## src/rtl/dac_thresh_loader.sv

```systemverilog
`timescale 1ns/1ps
// dac_thresh_loader
//   Serialises one 16-bit threshold word {2'b00, ADDR, DATA} to a SPI-style
//   DAC (MSB first). The frame is followed by an LDAC_N strobe that moves the
//   new code onto the comparator threshold input.
//
// Ports
//   CLK      system clock, rising edge
//   RST_N    asynchronous active-low reset
//   LOAD     single-cycle write request, ADDR/DATA sampled with it
//   ADDR     DAC channel select (2 bits)
//   DATA     threshold code (12 bits)
//   BUSY     high while a frame is in progress
//   DONE     one-cycle pulse when a frame completes
//   OVERRUN  one-cycle pulse, one cycle after a LOAD that arrived while busy
//   CS_N     DAC chip select, active-low
//   SCLK     DAC serial clock, idle low, half-period CLK_DIV cycles
//   SDI      DAC serial data, held at 0 while CS_N is high
//   LDAC_N   DAC latch strobe, active-low, CLK_DIV cycles wide
//
// Every output is a flop. Its next value is derived from the next state, so
// it lines up with the state register without a combinational input path.
module dac_thresh_loader #(
    parameter int unsigned CLK_DIV = 4
) (
    input  logic        CLK,
    input  logic        RST_N,
    input  logic        LOAD,
    input  logic [1:0]  ADDR,
    input  logic [11:0] DATA,
    output logic        BUSY,
    output logic        DONE,
    output logic        OVERRUN,
    output logic        CS_N,
    output logic        SCLK,
    output logic        SDI,
    output logic        LDAC_N
);

    typedef enum logic [2:0] {
        IDLE,
        SETUP,
        SHIFT,
        HOLD,
        LATCH,
        FIN
    } state_t;

    localparam logic [7:0] DIV_LAST = 8'(CLK_DIV - 1);

    state_t      state_q, state_d;
    logic [7:0]  div_q, div_d;
    logic [4:0]  bit_q, bit_d;
    logic        phase_q, phase_d;    // 0: SCLK low half of a bit, 1: high half
    logic [15:0] frame_q, frame_d;
    logic        rdy_q, rdy_d;        // blocks LOAD on the first edge after reset
    logic        busy_q, busy_d;
    logic        done_q, done_d;
    logic        ovr_q, ovr_d;
    logic        cs_n_q, cs_n_d;
    logic        sclk_q, sclk_d;
    logic        sdi_q, sdi_d;
    logic        ldac_n_q, ldac_n_d;

    logic        div_last;
    logic [3:0]  bit_idx;

    always_comb begin
        state_d  = state_q;
        div_d    = div_q;
        bit_d    = bit_q;
        phase_d  = phase_q;
        frame_d  = frame_q;
        rdy_d    = 1'b1;
        sclk_d   = sclk_q;
        sdi_d    = sdi_q;
        div_last = (div_q == DIV_LAST);
        bit_idx  = bit_q[3:0] - 4'd1;
        ovr_d    = LOAD && (state_q != IDLE);

        case (state_q)
            IDLE: begin
                if (LOAD && rdy_q) begin
                    frame_d = {2'b00, ADDR, DATA};
                    state_d = SETUP;
                    div_d   = '0;
                    sclk_d  = 1'b0;
                    sdi_d   = frame_d[15];
                end
            end
            SETUP: begin
                if (div_last) begin
                    div_d   = '0;
                    state_d = SHIFT;
                    bit_d   = 5'd15;
                    phase_d = 1'b0;
                end else begin
                    div_d = div_q + 8'd1;
                end
            end
            SHIFT: begin
                if (div_last) begin
                    div_d = '0;
                    if (!phase_q) begin
                        phase_d = 1'b1;
                        sclk_d  = 1'b1;
                    end else begin
                        // Falling SCLK: the only point where SDI moves on.
                        phase_d = 1'b0;
                        sclk_d  = 1'b0;
                        if (bit_q == '0) begin
                            state_d = HOLD;
                        end else begin
                            bit_d = {1'b0, bit_idx};
                            sdi_d = frame_q[bit_idx];
                        end
                    end
                end else begin
                    div_d = div_q + 8'd1;
                end
            end
            HOLD: begin
                if (div_last) begin
                    div_d   = '0;
                    state_d = LATCH;
                    sdi_d   = 1'b0;   // CS_N rises on the same edge
                end else begin
                    div_d = div_q + 8'd1;
                end
            end
            LATCH: begin
                if (div_last) begin
                    div_d   = '0;
                    state_d = FIN;
                end else begin
                    div_d = div_q + 8'd1;
                end
            end
            FIN: begin
                state_d = IDLE;
            end
            default: begin
                state_d = IDLE;
            end
        endcase

        busy_d   = (state_d != IDLE);
        done_d   = (state_d == FIN);
        cs_n_d   = !((state_d == SETUP) || (state_d == SHIFT) || (state_d == HOLD));
        ldac_n_d = (state_d != LATCH);
    end

    always_ff @(posedge CLK or negedge RST_N) begin
        if (!RST_N) begin
            state_q  <= IDLE;
            div_q    <= '0;
            bit_q    <= '0;
            phase_q  <= 1'b0;
            frame_q  <= '0;
            rdy_q    <= 1'b0;
            busy_q   <= 1'b0;
            done_q   <= 1'b0;
            ovr_q    <= 1'b0;
            cs_n_q   <= 1'b1;
            sclk_q   <= 1'b0;
            sdi_q    <= 1'b0;
            ldac_n_q <= 1'b1;
        end else begin
            state_q  <= state_d;
            div_q    <= div_d;
            bit_q    <= bit_d;
            phase_q  <= phase_d;
            frame_q  <= frame_d;
            rdy_q    <= rdy_d;
            busy_q   <= busy_d;
            done_q   <= done_d;
            ovr_q    <= ovr_d;
            cs_n_q   <= cs_n_d;
            sclk_q   <= sclk_d;
            sdi_q    <= sdi_d;
            ldac_n_q <= ldac_n_d;
        end
    end

    assign BUSY    = busy_q;
    assign DONE    = done_q;
    assign OVERRUN = ovr_q;
    assign CS_N    = cs_n_q;
    assign SCLK    = sclk_q;
    assign SDI     = sdi_q;
    assign LDAC_N  = ldac_n_q;

endmodule
```

## config.mk

```make
export PLATFORM = sky130hd
export DESIGN_NAME = dac_thresh_loader
export DESIGN_NICKNAME = d
export VERILOG_FILES = /design/src/rtl/dac_thresh_loader.sv
export SDC_FILE = /design/constraint.sdc
export NUM_CORES = 1
export LEC_CHECK = 0
export ABC_AREA = 1
export BUFFER_PORTS_ARGS = -buffer_cell sky130_fd_sc_hd__buf_4
export CAP_MARGIN = 25
export CELL_PAD_IN_SITES_DETAIL_PLACEMENT = 0
export CELL_PAD_IN_SITES_GLOBAL_PLACEMENT = 1
export CORE_ASPECT_RATIO = 0.6
export CORE_MARGIN = 2
export CORE_UTILIZATION = 38
export CTS_BUF_LIST = sky130_fd_sc_hd__clkbuf_16
export CTS_CLUSTER_DIAMETER = 40
export DETAILED_ROUTE_END_ITERATION = 12
export GPL_ROUTABILITY_DRIVEN = 0
export GPL_TIMING_DRIVEN = 0
export PLACE_DENSITY_LB_ADDON = 0.08
export SYNTH_ARGS = -nofsm -noshare
export SYNTH_HDL_FRONTEND = slang
export SYNTH_SLANG_ARGS = --single-unit
```

## constraint.sdc

```tcl
create_clock -name CLK -period 1.65 [get_ports CLK]
set_input_delay 0.0825 -clock CLK [delete_from_list [all_inputs] [get_ports CLK]]
set_output_delay 0.0825 -clock CLK [all_outputs]
set_load 0.005 [all_outputs]
```

# == Word level (Yosys, flattened, before mapping) ==
# Cells that the tools add are included.
# classes
n_addsub,2
magnitude_cmp,1
n_eq_ne,16
muxes,28
n_reduce_logical,20
# ops
cell,n
3-bit 2-to-1 mux,7
5-bit 2-to-1 mux,4
8-bit 2-to-1 mux,2
8-bit case mux with 2 select lines,1
3-bit case mux with 5 select lines,1
3-bit by 2-bit equality test with 1-bit output (second input constant),4
2-bit != test (second input constant),6
5-bit case mux with 2 select lines,1
3-bit nonzero test,3
8-bit by 1-bit adder with 8-bit output (second input constant),1
8-bit by 2-bit equality test with 1-bit output (second input constant),1
1-bit 2-to-1 mux,8
3-bit by 1-bit equality test with 1-bit output (second input constant),2
3-bit equality test (second input constant),2
3-bit AND reduction,2
6-bit AND reduction,1
2-bit nonzero test,3
5-bit zero test,1
4-bit by 5-bit < comparator with 1-bit output (second input constant),1
5-bit AND reduction,1
1-bit binary-select mux with 4-bit select,1
1-bit case mux with 2 select lines,2
2-bit AND reduction,2
4-bit OR reduction,1
other kinds (7),9
# totals
reg_bits,39
in_bits,17

# == Logic depth before layout (Yosys ltp) ==
# logic_depth
depth_word,9
depth_mapped,13
depth_no_buf,11

# == Worst setup path before layout ==
# Ideal clock, no wire load.
# synth_path
path_kind,reg2reg
startpoint,reg bit_q[0]
endpoint,"reg sdi_q, in the netlist SDI"
setup_time_ns,0.120
arrival_ns,1.473
required_ns,1.530
path_slack_ns,0.057
path_stages_with_launch,13
n_path_buf,2
cell_sequence,dfrtp_1 > buf_2 > inv_1 > buf_4 > ha_1 > inv_1 > nand3_1 > nand2_1 > nor2_1 > nor2_1 > nor2_1 > nand3_1 > nand2_1
# synth_via
elab_chain_len,7
# synth_rtl
element,line,source
from (decl),53,"logic [4:0] bit_q, bit_d;"
from (signal assigned),171,bit_q <= bit_d;
4-bit by 1-bit subtractor with 4-bit output,78,bit_idx = bit_q[3:0] - 4'd1;
1-bit binary-select mux with 4-bit select,115,sdi_d = frame_q[bit_idx];
1-bit 2-to-1 mux (not written as such),115,
1-bit 2-to-1 mux,111,if (bit_q == '0) begin
1-bit 2-to-1 mux,104,if (!phase_q) begin
1-bit 2-to-1 mux,102,if (div_last) begin
1-bit case mux with 3 select lines,81,case (state_q)
to (signal assigned),180,sdi_q <= sdi_d;
to (decl),62,"logic sdi_q, sdi_d;"
# Several ways; a longest one is shown, not always the timed one. The select of a mux whose other input is x is not followed.
# A chain may end at the register's enable or synchronous reset.

# == Worst setup path in the final report ==
# layout_path
startpoint,reg div_q[0]
endpoint,reg bit_q[0]
# layout_via
elab_chain_len,3
# layout_rtl
element,line,source
from (decl),52,"logic [7:0] div_q, div_d;"
from (signal assigned),170,div_q <= div_d;
8-bit by 2-bit equality test with 1-bit output (*),77,div_last = (div_q == DIV_LAST);
2-bit != test (no source line),--,
5-bit AND reduction (no source line) (*),--,
# Every way passes the cells marked *; elsewhere a longest branch is shown, timed or not.

==> impl_metrics.py <==
metrics = {
    "sta": {
        "hold_viol": 0,
        "fin_ws_ps": 135,
        "hold_ws_ps": 0.433,
        "setup_viol": 0,
        "skew_ps": 5.48,
        "max_freq_mhz": 660,
        "min_period_ps": 1520,
        "report.final.slew_viol_count": 0,
        "fin_setup_tns_ps": 0,
        "period_share": 0.918,
    },
    "die": {
        "core-area_sq_um": 5030,
        "die_h_um": 59.7,
        "chipWidth_um": 96.9,
        "rows": 20,
        "start_util": 0.391,
        "die-area_sq_um": 5790,
        "io_pins": 24,
    },
    "final_layout": {
        "final_util": 0.502,
        "fin_cells": 358,
        "mostFrequentLayoutCell": "nand2_1",
        "final_cell_mix": "nand2_1, dfrtp_1, buf_4, inv_1, nand3_1",
        "drive_gt1_frac": 0.264,
        "areaGrowthSynthToFinish_pct": 28.4,
        "num_antenna_cells": 0,
        "final_area_sq_um": 2530,
        "nets": 310,
    },
    "power": {
        "vdd_drop_max_mv": 0.345,
        "p_leak_nw": 1.33,
        "powerDensity_nw_per_um2": 815,
        "power.total_mw": 2.06,
    },
    "routing": {
        "via_per_inst": 4.56,
        "firstDrtPassIters": 4,
        "wl_per_cell_um": 11.8,
        "wirelength_um": 4230,
        "vias": 1633,
        "drt_iter0_markers": 79,
        "drc": 0,
        "ant_nets": 0,
    },
    "placed_design": {
        "dp_slack_ps": -209,
        "placed_area_sq_um": 2220,
        "hpwl_um": 3020,
        "io_buffers": 23,
        "dp.cells": 341,
    },
    "synth": {
        "synth_flop_cell": "dfrtp_1",
        "yosysUniqueCellTypes": 30,
        "synth_warnings": 0,
        "synthCells": 252,
        "synth_area_sq_um": 1970,
        "async_flop_share": 1.00,
        "synth_area_per_cell_sq_um": 7.81,
        "seq_area_frac_synth": 0.484,
        "syn_nets": 271,
        "synth_edf_count": 0,
        "yosys_register_bits": 38,
    },
    "cts": {
        "clock-sinks": 38,
        "root_buffer": "clkbuf_16",
        "h-tree-depth": 2,
        "cts_buffers": 5,
        "clock_latency_ps": 280,
        "path_clk_slew_ps": 60,
        "cts_max_path_buffers": 2,
        "cts_tree": "done",
    },
    "global_routing": {
        "grt_max_degree": 39,
        "grt_pass1_wl_um": 7280,
        "grt_use_total": 0.161,
        "antenna_found_initial": 0,
        "grt_pass1_vias": 1474,
        "grt_overflow": 0,
    },
    "worst_setup_path": {
        "worstPathMaxFanout": 6,
        "cp.arrival_ps": 1710,
        "endpoint_kind": "flop",
        "cp.required_ps": 1840,
        "reg2reg_slack_ps": 130,
        "crit_path_start_kind": "flop",
        "crit_type": "reg -> reg",
    },
    "outcome": {
        "status": "finished, final reports clean",
    },
    "run": {
        "cap_violations": 0,
    },
    "worst_hold_path": {
        "min_path_type": "in -> reg",
    },
}
==> logic make-up after synthesis <==
| family | after synthesis | share of synthesized area |
|---|---|---|
| compound gates | 21 | 0.0661 |
| xor+xnor | 2 | 0.00890 |
| fa+ha+maj | 2 | 0.0127 |
| buf+inv | 37 | 0.0807 |
| flops | 38 | 0.484 |
| other cells | 1 | 0.00191 |
| simple gates | 151 | 0.345 |
==> repair_timing <==
action | CTS | global route
setup endpoints to repair | 9 | 14
gates resized for setup | 9 | 11
pin swaps | 0 | 4
hold endpoints to repair | 38 | 0
buffers inserted | 0 | 6
hold buffers | 3 | 0
==> critical path, stage by stage (launching register included) <==
cell and delay (ps):
dfrtp_1 390, ha_2 240, nand3_1 130, nor2_4 200
o21ai_0 170, nor2_1 180, nand2_1 60, o21ai_0 70
==> flip-flops by register name, summed over array words and instances (netlist names), 3 cells and up <==
register,flops
frame_q,14
div_q,8
bit_q,4
state_q,3
==> power by group <==
group | leakage (nW) | switching, mW | internal, mW
Sequential | 0.489 | 0.000541 | 0.935
Clock | 0.0864 | 0.366 | 0.702
Combinational | 0.756 | 0.0264 | 0.0305
==> path summary, 6_finish.rpt <==
check                                       start                     end  cells past startpoint
setup reg to reg             div_q[0]$_DFFE_PN0P_    bit_q[0]$_DFFE_PN0P_                      7
max in group asynchronous                   RST_N        LDAC_N$_DFF_PN1_                      2
hold / removal                            DATA[9]  frame_q[9]$_DFFE_PN0P_                      3
hold reg to reg            frame_q[5]$_DFFE_PN0P_  frame_q[5]$_DFFE_PN0P_                      2
min in group asynchronous                   RST_N  frame_q[2]$_DFFE_PN0P_                      2
setup / recovery             div_q[0]$_DFFE_PN0P_    bit_q[0]$_DFFE_PN0P_                      7
==> synthesized netlist by cell type, types with 3 or more instances <==
master	n	area share
buf_2	3	0.0076
dfrtp_1	36	0.46
o21ai_0	4	0.010
a22oi_1	3	0.011
a21oi_1	5	0.013
nand2_2	3	0.0095
nand4_1	3	0.0095
nor2_1	16	0.031
inv_2	4	0.0076
nand2_1	93	0.18
o22ai_1	3	0.0095
inv_1	26	0.050
nand3_1	25	0.064
==> cell type report <==
cell class | instances | area (sq um)
inverter | 32 | 125
timing repair buffer | 32 | 248
clock inverter | 3 | 37.5
tap | 66 | 82.6
sequential | 38 | 953
clock buffer | 5 | 125
multi-input combinational | 177 | 911
buffer | 5 | 43.8
fill | 513 | 2500
==> layer usage <==
layer | up-vias | share of wire | wire length [um] | GRT usage
li1 | 875 | - | - | -
met1 | 719 | 0.57 | 2400 | 0.252
met2 | 31 | 0.37 | 1580 | 0.215
met3 | 8 | 0.047 | 200 | 0.0433
met4 | 0 | 0.010 | 44 | 0.0423
met5 | - | 0 | 0 | 0
(Power assumes the default switching activity.)
